--- config.mk ---
export PLATFORM = sky130hd
export DESIGN_NAME = conv_tap_window
export DESIGN_NICKNAME = d
export VERILOG_FILES = /design/src/rtl/conv_pkg.sv /design/src/rtl/conv_tap_stage.sv /design/src/rtl/conv_tap_window.sv
export SDC_FILE = /design/constraint.sdc
export NUM_CORES = 1
export LEC_CHECK = 0
export ABC_AREA = 0
export ABC_CLOCK_PERIOD_IN_PS = 1700
export CAP_MARGIN = 25
export CORE_ASPECT_RATIO = 0.5
export CORE_UTILIZATION = 40
export DETAILED_ROUTE_END_ITERATION = 6
export PLACE_DENSITY = 0.71
export SLEW_MARGIN = 15
export SYNTH_ARGS = -nofsm -noshare
export SYNTH_HDL_FRONTEND = slang
export SYNTH_HIERARCHICAL = 1
export SYNTH_SLANG_ARGS = --single-unit
--- constraint.sdc ---
create_clock -name clk -period 1.7 [get_ports clk]
set_clock_uncertainty 0.2 [all_clocks]
set_input_delay 0.34 -clock clk [delete_from_list [all_inputs] [get_ports clk]]
set_output_delay 0.34 -clock clk [all_outputs]
set_load 0.05 [all_outputs]
--- src/rtl/conv_pkg.sv ---
// Shared types and helpers for the sliding tap window.
package conv_pkg;

  typedef enum logic [1:0] {
    EMPTY,
    FILLING,
    FULL
  } conv_win_state_t;

  // Counter width able to hold values 0..n-1, never less than one bit.
  function automatic int cnt_width(input int n);
    return (n <= 2) ? 1 : $clog2(n);
  endfunction

endpackage

--- src/rtl/conv_tap_stage.sv ---
// One window tap: a DATA_WIDTH register with load enable and synchronous clear.
module conv_tap_stage #(
  parameter int DATA_WIDTH = 8
) (
  input  logic                  clk,
  input  logic                  rstn,
  input  logic                  clr,
  input  logic                  en,
  input  logic [DATA_WIDTH-1:0] d,
  output logic [DATA_WIDTH-1:0] q
);

  always_ff @(posedge clk or negedge rstn) begin
    if (!rstn) begin
      q <= '0;
    end else if (clr) begin
      q <= '0;
    end else if (en) begin
      q <= d;
    end
  end

endmodule

--- src/rtl/conv_tap_window.sv ---
// Sliding window of TAPS samples with valid/ready on both sides.
// Optional decimation of emitted windows via macro CONV_TAP_STRIDE_EN.
module conv_tap_window
  import conv_pkg::*;
#(
  parameter int DATA_WIDTH = 8,
  parameter int TAPS       = 3,
  parameter int STRIDE     = 1
) (
  input  logic                         clk,
  input  logic                         rstn,
  input  logic                         clrh,
  input  logic                         in_valid,
  output logic                         in_ready,
  input  logic [DATA_WIDTH-1:0]        d_in,
  output logic                         out_valid,
  input  logic                         out_ready,
  output logic [TAPS*DATA_WIDTH-1:0]   taps,
  output logic [$clog2(TAPS+1)-1:0]    fill_cnt
);

  localparam int FW = cnt_width(TAPS + 1);
  localparam logic [FW-1:0] LAST_FILL = FW'(TAPS - 1);

  conv_win_state_t       state_reg;
  logic [FW-1:0]         fill_cnt_reg;
  logic                  out_valid_reg;
  logic                  accept;
  logic                  becomes_full;
  logic                  stride_wrap;
  logic                  emit;
  logic [DATA_WIDTH-1:0] tap_q [TAPS];

  assign in_ready     = !out_valid_reg || out_ready;
  assign accept       = in_valid && in_ready;
  assign becomes_full = (state_reg == FILLING) && (fill_cnt_reg == LAST_FILL);
  assign emit         = becomes_full || ((state_reg == FULL) && stride_wrap);

`ifdef CONV_TAP_STRIDE_EN
  localparam int SW = cnt_width(STRIDE);
  localparam logic [SW-1:0] STRIDE_LAST = SW'(STRIDE - 1);

  logic [SW-1:0] stride_cnt_reg;

  // A window goes out on the accept that returns the counter to zero.
  assign stride_wrap = (stride_cnt_reg == STRIDE_LAST);

  always_ff @(posedge clk or negedge rstn) begin
    if (!rstn) begin
      stride_cnt_reg <= '0;
    end else if (clrh) begin
      stride_cnt_reg <= '0;
    end else if (accept && (state_reg == FULL)) begin
      stride_cnt_reg <= stride_wrap ? '0 : stride_cnt_reg + SW'(1);
    end
  end
`else
  logic unused_stride;
  assign unused_stride = ^STRIDE;
  assign stride_wrap   = 1'b1;
`endif

  always_ff @(posedge clk or negedge rstn) begin
    if (!rstn) begin
      state_reg     <= EMPTY;
      fill_cnt_reg  <= '0;
      out_valid_reg <= 1'b0;
    end else if (clrh) begin
      state_reg     <= EMPTY;
      fill_cnt_reg  <= '0;
      out_valid_reg <= 1'b0;
    end else begin
      if (accept) begin
        case (state_reg)
          EMPTY: begin
            state_reg    <= FILLING;
            fill_cnt_reg <= FW'(1);
          end
          FILLING: begin
            fill_cnt_reg <= fill_cnt_reg + FW'(1);
            if (becomes_full) begin
              state_reg <= FULL;
            end
          end
          default: ;  // saturated: the window just slides
        endcase
      end
      if (accept && emit) begin
        out_valid_reg <= 1'b1;
      end else if (out_ready) begin
        out_valid_reg <= 1'b0;
      end
    end
  end

  for (genvar gi = 0; gi < TAPS; gi++) begin : g_tap
    logic [DATA_WIDTH-1:0] stage_d;
    if (gi == 0) begin : g_head
      assign stage_d = d_in;
    end else begin : g_chain
      assign stage_d = tap_q[gi-1];
    end
    conv_tap_stage #(
      .DATA_WIDTH(DATA_WIDTH)
    ) u_stage (
      .clk  (clk),
      .rstn (rstn),
      .clr  (clrh),
      .en   (accept),
      .d    (stage_d),
      .q    (tap_q[gi])
    );
    assign taps[gi*DATA_WIDTH +: DATA_WIDTH] = tap_q[gi];
  end

  assign out_valid = out_valid_reg;
  assign fill_cnt  = fill_cnt_reg;

endmodule

# [Word-level counts from Yosys, hierarchy flattened]
# Index checks and enable logic that the tools add are counted.
[op_classes] addsub=1 mux=16 n_reduce_logical=12 n_eq_ne=4
[ops] operator="8-bit 2-to-1 mux" n=6
[ops] operator="2-bit 2-to-1 mux" n=5
[ops] operator="2-bit case mux with 2 select lines" n=2
[ops] operator="3-bit nonzero test" n=2
[ops] operator="2-bit == test (second input constant)" n=2
[ops] operator="1-bit logical AND" n=3
[ops] operator="1-bit 2-to-1 mux" n=3
[ops] operator="3-bit inequality test (second input constant)" n=1
[ops] operator="3-bit AND reduction" n=1
[ops] operator="2-bit by 1-bit adder with 2-bit output (second input constant)" n=1
[ops] operator="2-bit by 1-bit == test with 1-bit output (second input constant)" n=1
[ops] operator="2-bit logical NOT" n=1
[ops] operator="1-bit logical OR" n=2
[ops] operator="2-bit AND reduction" n=1
[ops] operator="2-bit nonzero test" n=1
[ops] operator="1-bit logical NOT" n=1
[totals] out_inout_bits=28 ff_bits=29 in_bits=13

# [Longest topological paths before layout]
[logic_depth] depth_word=6 ltp_mapped=6 ltp_nobuf=5

# [Hierarchy]
# Netlist, hierarchy kept.
[modules_own_cells] module="conv_tap_stage" n_inst=3 cells_per_inst=26 area_per_inst_um2=325.3
[modules_own_cells] module="conv_tap_window" n_inst=1 cells_per_inst=28 area_per_inst_um2=280.3

# [Worst setup path before layout]
# OpenSTA, ideal clock, no wires.
[synth_path] path_type="register to register" start="register out_valid_reg (netlist: out_valid)" end="register g_tap[1].u_stage.q[0]" path_stages_with_launch=7 arrival_ns=1.631 period_less_slack_ns=1.959 path_slack_ns=-0.259 required_ns=1.372 path_cell_list="dfrtp_1 nor2b_4 inv_2 and2_1 buf_6 mux2i_1 nor2_1"
[synth_via] elab_chain_len=4
[synth_lines] item="from (decl)" line_no="conv_tap_window.sv:27" text="logic out_valid_reg;"
[synth_lines] item="from (signal assigned)" line_no="conv_tap_window.sv:67" text="out_valid_reg <= 1'b0;"
[synth_lines] item="from (signal assigned)" line_no="conv_tap_window.sv:71" text="out_valid_reg <= 1'b0;"
[synth_lines] item="from (signal assigned)" line_no="conv_tap_window.sv:89" text="out_valid_reg <= 1'b1;"
[synth_lines] item="1-bit logical NOT" line_no="conv_tap_window.sv:34" text="assign in_ready = !out_valid_reg || out_ready;"
[synth_lines] item="1-bit logical OR" line_no="conv_tap_window.sv:34"
[synth_lines] item="via in_ready" line_no="conv_tap_window.sv:14" text="output logic in_ready,"
[synth_lines] item="1-bit logical AND" line_no="conv_tap_window.sv:35" text="assign accept = in_valid && in_ready;"
[synth_lines] item="via accept" line_no="conv_tap_window.sv:28" text="logic accept;"
[synth_lines] item="2-bit nonzero test (no line)"
[synth_lines] item="to (signal assigned)" line_no="conv_tap_stage.sv:15" text="q <= '0;"
[synth_lines] item="to (signal assigned)" line_no="conv_tap_stage.sv:17" text="q <= '0;"
[synth_lines] item="to (signal assigned)" line_no="conv_tap_stage.sv:19" text="q <= d;"
[synth_lines] item="to (decl)" line_no="conv_tap_stage.sv:10" text="output logic [DATA_WIDTH-1:0] q"
# The timed path passes the listed nets, and every way through them passes these cells.
# A chain may end at the register's enable or synchronous reset.

# [Worst setup path after layout]
[layout_path] start="register out_valid_reg (netlist: out_valid)" end="output in_ready"
[layout_via] elab_chain_len=2
[layout_lines] item="1-bit logical NOT" line_no="conv_tap_window.sv:34"
[layout_lines] item="1-bit logical OR" line_no="conv_tap_window.sv:34"
[layout_lines] item="to (decl)" line_no="conv_tap_window.sv:14"
# No other way between the ends.

==> summary.txt <==
Status
  – Status: completed

Route
  – Via density: 4.96
  – WL per Instance: approximately 14 microns
  – Overall routed net length: 2790 microns
  – DRT Pass-1 Iters: 4
  – DRT iter0 DRCs: 47
  – Via count: 958
  – Antenna Nets Post-Route: 0
  – DR DRC count: 0

Critical path
  – CP Capture Type: output port
  – Crit path DAT: 1.12 ns
  – CP Class: reg -> out
  – Crit path max fanout: 6
  – CP Data Required Time: 1.16 ns
  – Internal reg-to-reg setup slack: about 0.18 ns
  – Type of origin of the critical path: flop
  – Worst R2R Start: out_valid
  – Worst-case reg-to-reg path depth: 6
  – Reg2reg end: g_tap[1].u_stage/q[2]

Timing
  – Highest clock rate: 602 MHz
  – Max-slew headroom: 0.859
  – Max-slew violation count: 0
  – Worst-Margin Slew: around 0.21 ns
  – Fin crit period: 1.66 ns
  – RSZ-0062 raised after global routing: false
  – Tcrit/Tclk final: 0.977
  – Post-route setup TNS: 0 ns
  – Worst hold slack: 0.215 ns
  – Final setup viols: 0
  – Worst setup margin: 0.0383 ns
  – Final hold violations: 0

Floorplan
  – Die width: 81.3 microns
  – Site Rows: 13
  – Core area: 2780 sq um
  – Starting Density: 0.452
  – Die area: 3380 sq um
  – I/O pins: about 40
  – Die Y: 41.6 microns

Yosys
  – Ys async rst share: 1.00
  – Sequential fraction of the synthesis area: 0.578
  – Mapped Avg Cell Area: 11.9 sq um
  – Syn Inst Count: 106
  – Syn nets: 120
  – Distinct cells, synth: 21
  – Primary FF master, synth: dfrtp_1
  – Synth warn: 6
  – Yosys reg bits: 29
  – Number of synthesized flops with an enable pin: 0
  – Mapped Area: 1260 sq um

Pwr
  – Tot Pwr: 1.64 mW
  – Leakage: 1.03 nW
  – VDD IR max: 0.000687 V
  – Pwr dens: roughly 750 nW/um^2

GRT
  – Grt total ovfl: 0
  – Maximum number of pins on one net before global-route repair: 30
  – All-layer global routing usage: 0.192
  – Global-route wire length before repair: around 4800 microns
  – Global routing usage on met1: 0.228
  – Vias in the first global route: a little under 1000
  – Grt met2 use: 0.323
  – GRT Max-Usage Layer: met2
  – GR Layer Usage met3: 0.0791
  – Antenna violations before repair: 0

Cells and area
  – Max reg flops: 24
  – Post-route cell area: 2170 sq um
  – Ant diodes: 0
  – Layout cells sized above 1: 0.321
  – Area growth syn-to-layout: 73.1%
  – Final #Nets: 170

CTS
  – Max Buffers Root-to-Sink: 2
  – CTS tree: done
  – Clk pin slew, worst setup/hold paths: 0.06 ns
  – CTS Buf Count: 5
  – Hold_buf cts: 0
  – CTS H-tree depth: 2
  – Clk sinks: 29
  – Clk root buf: clkbuf_8
  – Clock latency at the later pin of the worst-skew pair: 0.27 ns

Place
  – Final HPWL DP: 2070 microns
  – GPL Wtd Cong: 0.673
  – Port-buffer cells: 40
  – Placed Area: 2080 sq um
  – Place WS: -0.205 ns

Job
  – Max-Cap Viols: 0

Hold path
  – Worst hold-check path type: in -> async
## per-stage QoR
stage / std cells / utilization
global placement: 185 / 0.749
global route: 193 / 0.782
CTS: 193 / 0.782
floorplan: 106 / -
detailed placement: 185 / 0.749
finish: 193 / 0.782
## power by group
group | internal (mW) | leakage, nW | switching (mW)
clock network | 0.320 | 0.0443 | 0.241
registers | 0.715 | 0.393 | 0.0349
logic | 0.169 | 0.589 | 0.162
total | 1.20 | 1.03 | 0.438
## routing by layer
metal,vias up,part of all wire
li1,456,-
met1,476,0.43
met2,26,0.53
met3,0,0.040
met4,0,0
met5,-,0
## synthesized netlist by cell type, types with 2 or more instances
master	count	area, sq um
a21oi_1	3	15.0
buf_1	3	11.3
dfrtp_1	29	726
nor3_1	4	20.0
nand2_1	2	7.51
nor2_1	25	93.8
buf_6	3	33.8
mux2i_1	24	240
## cells in the final DEF (no fill, tap or decap), types with 2 or more instances in the layout
cell type and n:
nor3_1 4, clkdlybuf4s50_1 11, mux2i_1 24, nor2_1 25
dfrtp_1 28, clkbuf_8 6, a21oi_1 3, buf_12 34
buf_4 3, nand2_1 2
## cell type report
cell class | count | area (sq um)
Timing Repair Buffer | 49 | 822
Sequential cell | 29 | 727
Fill cell | 167 | 607
Multi-Input combinational cell | 69 | 480
Clock buffer | 7 | 86.3
Tap cell | 37 | 46.3
Inverter | 2 | 12.5
## worst max-delay path, cell delays in order (launching register included)
cell,delay (ns)
dfrtp_2,0.35
nor2b_4,0.18
inv_6,0.04
buf_12,0.13
buf_12,0.14
## cells by family (layout without fill, tap and decap cells)
family,after synthesis,count (layout),share of synthesized area
AND/OR/NAND/NOR,37,37,0.137
flip-flops,29,29,0.578
multiplexers,25,25,0.200
buffers and inverters,8,58,0.0418
AO/OA/AOI/OAI,6,6,0.0329
adder cells (fa/ha/maj),1,1,0.00996
## what timing repair did
action                                  CTS  global route
resized for setup                         1             0
buffers inserted                          1             0
endpoints found under the setup margin    1             0
## worst max path at each step
stage | startpoint | endpoint | slack [ns] | depth (start not counted)
finish | out_valid | in_ready | 0.04 | 4
global route | out_valid | in_ready | 0.008 | 4
CTS | out_valid | in_ready | 0.03 | 4
detailed placement | out_ready | g_tap[1].u_stage/q[2] | -0.20 | 7
global placement | out_ready | g_tap[2].u_stage/q[2] | -0.15 | 7
floorplan | out_valid | g_tap[1].u_stage/q[0] | 0.02 | 6
Note: power is estimated with default switching activity, not from simulation.
